--- config.mk ---
export PLATFORM = sky130hd
export DESIGN_NAME = scan_port
export DESIGN_NICKNAME = d
export VERILOG_FILES = /design/src/rtl/scan_port.sv
export SDC_FILE = /design/constraint.sdc
export NUM_CORES = 1
export LEC_CHECK = 0
export ABC_AREA = 1
export CAP_MARGIN = 25
export CORE_MARGIN = 2
export CORE_UTILIZATION = 50
export DETAILED_ROUTE_END_ITERATION = 8
export PLACE_DENSITY_LB_ADDON = 0.2
export SETUP_SLACK_MARGIN = 0.2
export SLEW_MARGIN = 20
export SYNTH_ARGS = -nofsm -noshare
export SYNTH_HDL_FRONTEND = slang
export SYNTH_SLANG_ARGS = --single-unit
--- constraint.sdc ---
create_clock -name clock -period 2.61 [get_ports clock]
set_clock_uncertainty 0.2 [all_clocks]
set_input_delay 0.522 -clock clock [delete_from_list [all_inputs] [get_ports clock]]
set_output_delay 0.522 -clock clock [all_outputs]
set_load 0.02 [all_outputs]
--- src/rtl/scan_port.sv ---
// Inbound character device: the host pushes bytes into a FIFO, the core drains them via DATA reads.
// Optional build macro SCAN_PORT_IRQ_EN adds a registered "data available" irq output.
module scan_port #(
   parameter int buffer_depth = 16,
   parameter int count_width  = $clog2(buffer_depth) + 1
) (
   input  logic        clock,
   input  logic        reset,
   input  logic        host_valid,
   input  logic [7:0]  host_data,
   output logic        host_full,
   input  logic        mem_valid,
   input  logic        mem_instr,
   input  logic [31:0] mem_addr,
   input  logic [31:0] mem_wdata,
   input  logic [3:0]  mem_wstrb,
   output logic [31:0] mem_rdata,
   output logic        mem_ready
`ifdef SCAN_PORT_IRQ_EN
   ,
   output logic        irq
`endif
);

   localparam int ptr_width = $clog2(buffer_depth);
   localparam logic [count_width-1:0] depth_c     = count_width'(buffer_depth);
   localparam logic [count_width-1:0] count_one_c = count_width'(1);
   localparam logic [ptr_width-1:0]   ptr_one_c   = ptr_width'(1);

   localparam logic [1:0] reg_data_c   = 2'd0;
   localparam logic [1:0] reg_status_c = 2'd1;

   logic [7:0]             fifo_r [buffer_depth];
   logic [ptr_width-1:0]   wr_ptr_r, rd_ptr_r;
   logic [ptr_width-1:0]   wr_ptr_next_s, rd_ptr_next_s;
   logic [count_width-1:0] count_r, count_next_s;
   logic                   overflow_r, overflow_next_s;
   logic                   host_full_r;
   logic                   mem_ready_r;
   logic [31:0]            mem_rdata_r, rdata_next_s;

   logic                   is_write_s, full_s, empty_s;
   logic                   pop_s, push_s, drop_s, flush_s, clr_ovf_s;
   logic                   irq_bit_s;
   logic                   unused_s;

   // Instruction fetches behave like data accesses; only addr[3:2] and wdata bits 0/17 matter.
   assign unused_s = ^{mem_instr, mem_addr[31:4], mem_addr[1:0],
                       mem_wdata[31:18], mem_wdata[16:1]};

`ifdef SCAN_PORT_IRQ_EN
   logic irq_r;
   assign irq_bit_s = irq_r;
   assign irq       = irq_r;
`else
   assign irq_bit_s = 1'b0;
`endif

   assign host_full = host_full_r;
   assign mem_ready = mem_ready_r;
   assign mem_rdata = mem_rdata_r;

   // Request decode, push/pop arbitration and next-state computation.
   always_comb begin
      is_write_s      = 1'b0;
      full_s          = 1'b0;
      empty_s         = 1'b0;
      pop_s           = 1'b0;
      flush_s         = 1'b0;
      clr_ovf_s       = 1'b0;
      push_s          = 1'b0;
      drop_s          = 1'b0;
      rdata_next_s    = 32'd0;
      wr_ptr_next_s   = wr_ptr_r;
      rd_ptr_next_s   = rd_ptr_r;
      count_next_s    = count_r;
      overflow_next_s = overflow_r;

      is_write_s = (mem_wstrb != 4'd0);
      full_s     = (count_r == depth_c);
      empty_s    = (count_r == {count_width{1'b0}});

      if (mem_valid) begin
         case (mem_addr[3:2])
            reg_data_c: begin
               if (!is_write_s && !empty_s) begin
                  pop_s        = 1'b1;
                  rdata_next_s = {23'd0, 1'b1, fifo_r[rd_ptr_r]};
               end else begin
                  rdata_next_s = 32'd0;
               end
            end
            reg_status_c: begin
               if (is_write_s) begin
                  flush_s   = mem_wdata[0];
                  clr_ovf_s = mem_wdata[17];
               end else begin
                  rdata_next_s = {13'd0, irq_bit_s, overflow_r, full_s, 16'(count_r)};
               end
            end
            default: begin
               rdata_next_s = 32'd0;
            end
         endcase
      end else begin
         rdata_next_s = 32'd0;
      end

      // Fullness is judged on the start-of-cycle count; a flush swallows any push outright.
      if (host_valid && !flush_s) begin
         push_s = !full_s;
         drop_s = full_s;
      end else begin
         push_s = 1'b0;
         drop_s = 1'b0;
      end

      if (flush_s) begin
         wr_ptr_next_s = {ptr_width{1'b0}};
         rd_ptr_next_s = {ptr_width{1'b0}};
         count_next_s  = {count_width{1'b0}};
      end else begin
         wr_ptr_next_s = push_s ? wr_ptr_r + ptr_one_c : wr_ptr_r;
         rd_ptr_next_s = pop_s  ? rd_ptr_r + ptr_one_c : rd_ptr_r;
         if (push_s && !pop_s) begin
            count_next_s = count_r + count_one_c;
         end else if (pop_s && !push_s) begin
            count_next_s = count_r - count_one_c;
         end else begin
            count_next_s = count_r;
         end
      end

      overflow_next_s = (overflow_r && !clr_ovf_s) || drop_s;
   end

   // FIFO storage; contents are don't-care until written, so no reset is needed.
   always_ff @(posedge clock) begin
      if (push_s) begin
         fifo_r[wr_ptr_r] <= host_data;
      end
   end

   // Pointer, occupancy, status and bus response registers.
   always_ff @(posedge clock) begin
      if (reset) begin
         wr_ptr_r    <= {ptr_width{1'b0}};
         rd_ptr_r    <= {ptr_width{1'b0}};
         count_r     <= {count_width{1'b0}};
         overflow_r  <= 1'b0;
         host_full_r <= 1'b0;
         mem_ready_r <= 1'b0;
         mem_rdata_r <= 32'd0;
      end else begin
         wr_ptr_r    <= wr_ptr_next_s;
         rd_ptr_r    <= rd_ptr_next_s;
         count_r     <= count_next_s;
         overflow_r  <= overflow_next_s;
         host_full_r <= (count_next_s == depth_c);
         mem_ready_r <= mem_valid;
         mem_rdata_r <= rdata_next_s;
      end
   end

`ifdef SCAN_PORT_IRQ_EN
   // Data-available interrupt, tracking the updated occupancy.
   always_ff @(posedge clock) begin
      if (reset) begin
         irq_r <= 1'b0;
      end else begin
         irq_r <= (count_next_s != {count_width{1'b0}});
      end
   end
`endif

endmodule

==> reports/metrics.csv <==
metric;value;unit
status;finished clean;
nets;727;
grt_pass1_vias;4311;
io_buffers;32;
yosys_warnings;0;
start_util;50.71;%
multi_input_area;1889;sq um
min-delay-path-class;register to register;
cts_resized;0;
ff2ff_setup_slack;0.40;ns
grt_overflow;0;
reg2reg_depth;8;
clk_pin_slew;0.06;ns
async_flop_share;0;%
synth.most_common_cell;edfxtp_1;
finalInstanceArea;7878;sq um
fillers;1045;
hold-path-cell-count;2;
slew_headroom;53.06;%
layout_min_cycle_time;2.211;ns
insertion_delay;0.42;ns
slew_violations;0;
drive_gt1_share;13.21;%
rows;42;
drt-vias-per-instance;5.394;
max_clock_freq;452.3;MHz
synth_top_area_cell;edfxtp_1;
hold-worst-slack;0.2898;ns
power_density;707.1;nW/um^2
grt_use_total;21.87;%
fin_total_pwr;5.570;mW
setup_viol;0;
numCtsBuffers;17;
leakage;2.859;nW
ys_seq_elements;159;
path_class;register to register;
fin_tns_setup;0;ns
placed_cell_area;7287;sq um
rsz0062_at_grt;no;
hold_viol_final;0;
routabilityCongestion;0.8911;
cts_tree;yes;
dp_hpwl;9494;um
timing.max_cap.violations;0;
avgSynthCellArea;11.52;sq um
grt_max_degree;47;
syn-instance-count;576;
worstPathArrival;2.15;ns
min_from;rd_ptr_r[3];
htree_levels;4;
r2r_start;count_r[0];
firstDrtPassIters;5;
end_kind;register;
worst_pin_slew;0.7019;ns
cts_setup_buffers;0;
ir_worst_vdd;0.4349;mV
die_area;14210;sq um
fin_crit_sh;84.71;%
areaGrowthSynthToFinish;18.73;%
ys_top_cells_by_area;edfxtp_1 (58%), dfxtp_1 (9.4%), nor2_1 (5.4%), o21ai_0 (5.3%), nand2_1 (3.6%);
avgRoutedWirePerCell;17.81;um
post-route-util;60.20;%
drc;0;
clkSinkCount;159;
clockBufferDepth;2;
synth_cell_types;36;
vias;4461;
grt_pass1_wl;22830;um
synth-edff-count;128;
start_kind;register;
cts-root-buf;clkbuf_16;
diodes;0;
yosysSeqAreaShare;67.28;%
detail_route.wirelength;14730;um
crit_fanout;6;
r2r-end;fifo_r[15][5];
seqCellArea;4466;sq um
synthTopCellsByCount;edfxtp_1 (128), nor2_1 (96), o21ai_0 (70), nand2_1 (64), dfxtp_1 (31);
synth_top_area_share;57.93;%
cts_hold_buffers;0;
drt_iter0_markers;368;
synth.cell_area;6635;sq um
core_area;13090;sq um
ys.flop_type;edfxtp_1;
required;2.55;ns
chipHeight;119.2;um
die_width;119.2;um
grt_antenna_before_repair;0;
ioPinCount;115;
postRouteAntennaNets;0;
==> stage by stage <==
stage | cells | setup slack [ns]
finish | 827 | 0.3991
global route | 827 | 0.2861
CTS | 827 | 0.4120
detailed placement | 795 | 0.03139
global placement | 795 | 0.08857
floorplan | 596 | 0.4053
==> how the worst max path moves through the flow <==
| stage | to | from | slack, ns |
|---|---|---|---|
| 2_1_floorplan | fifo_r[15][0] | mem_wstrb[3] | 0.41 |
| 3_3_place_gp | fifo_r[3][7] | mem_addr[3] | 0.09 |
| 3_5_place_dp | fifo_r[15][2] | mem_addr[3] | 0.03 |
| 4_1_cts | fifo_r[15][0] | count_r[0] | 0.41 |
| 5_1_grt | mem_rdata[2] | register | 0.29 |
| 6_report | fifo_r[15][5] | count_r[0] | 0.40 |
==> where the power goes <==
group          internal (mW)  leakage [nW]  total [mW]  switching (mW)
clock                   1.52         0.280        2.46           0.943
combinational         0.0994          1.17       0.305           0.205
sequential              2.78          1.41        2.80          0.0227
total                   4.40          2.86        5.57            1.17
==> layer usage <==
layer	vias up	track usage, %	routed length [um]
li1	2128	-	-
met1	2153	29.78	6515
met2	156	33.41	6984
met3	24	5.747	881
met4	0	9.226	346
met5	-	0	0
==> logic make-up (layout without fill, tap and decap cells) <==
family          after synthesis  in the layout  synth area share, %
compound gates              125            125                10.54
xor+xnor                      4              4               0.5279
fa+ha+maj                     8              8                1.509
buf+inv                      68            123                5.374
flops                       159            159                67.28
other cells                   1             21              0.05652
simple gates                211            211                14.71
==> worst max-delay path: stages (launching register included) <==
cell and delay [ns]:
dfxtp_1 0.44, inv_1 0.14, ha_1 0.25, nand3_2 0.13, nand3_4 0.10, inv_4 0.07
nand2_1 0.18, nor2_1 0.23, buf_4 0.18
==> state kept, by name, indices dropped and copies added (netlist names), named ones only <==
name        cells
fifo_r        128
mem_rdata      11
count_r         5
rd_ptr_r        4
wr_ptr_r        4
host_full       1
mem_ready       1
overflow_r      1
==> area by class of cell <==
class	instances	area share (%)
Inverter	25	1.255
Clock buffer	21	5.718
Multi-Input combinational cell	369	23.98
Timing Repair Buffer	66	7.783
Sequential cell	159	56.69
Clock inverter	11	1.779
Tap cell	176	2.795
==> cells in the final DEF, fill, tap and decap left out, types with 2 or more instances in the layout <==
cell type	instances
buf_4	31
nand3_1	25
nor4_1	2
clkinv_1	2
o221ai_1	9
clkinvlp_4	3
nor2_1	96
o211ai_1	4
clkbuf_1	3
nand2_4	5
nand3_2	4
nand2_1	64
xor2_1	4
ha_1	8
inv_1	20
bufinv_16	3
edfxtp_1	128
o22ai_1	19
conb_1	21
nor2_2	4
dfxtp_1	30
o21ai_1	6
nor2_8	2
nand3b_1	2
clkbuf_16	17
clkdlybuf4s50_1	32
buf_12	3
clkinv_2	5
a21oi_1	13
nand4_1	2
a31oi_1	3
o21ai_0	70
Power figures use the tool's default switching activity.
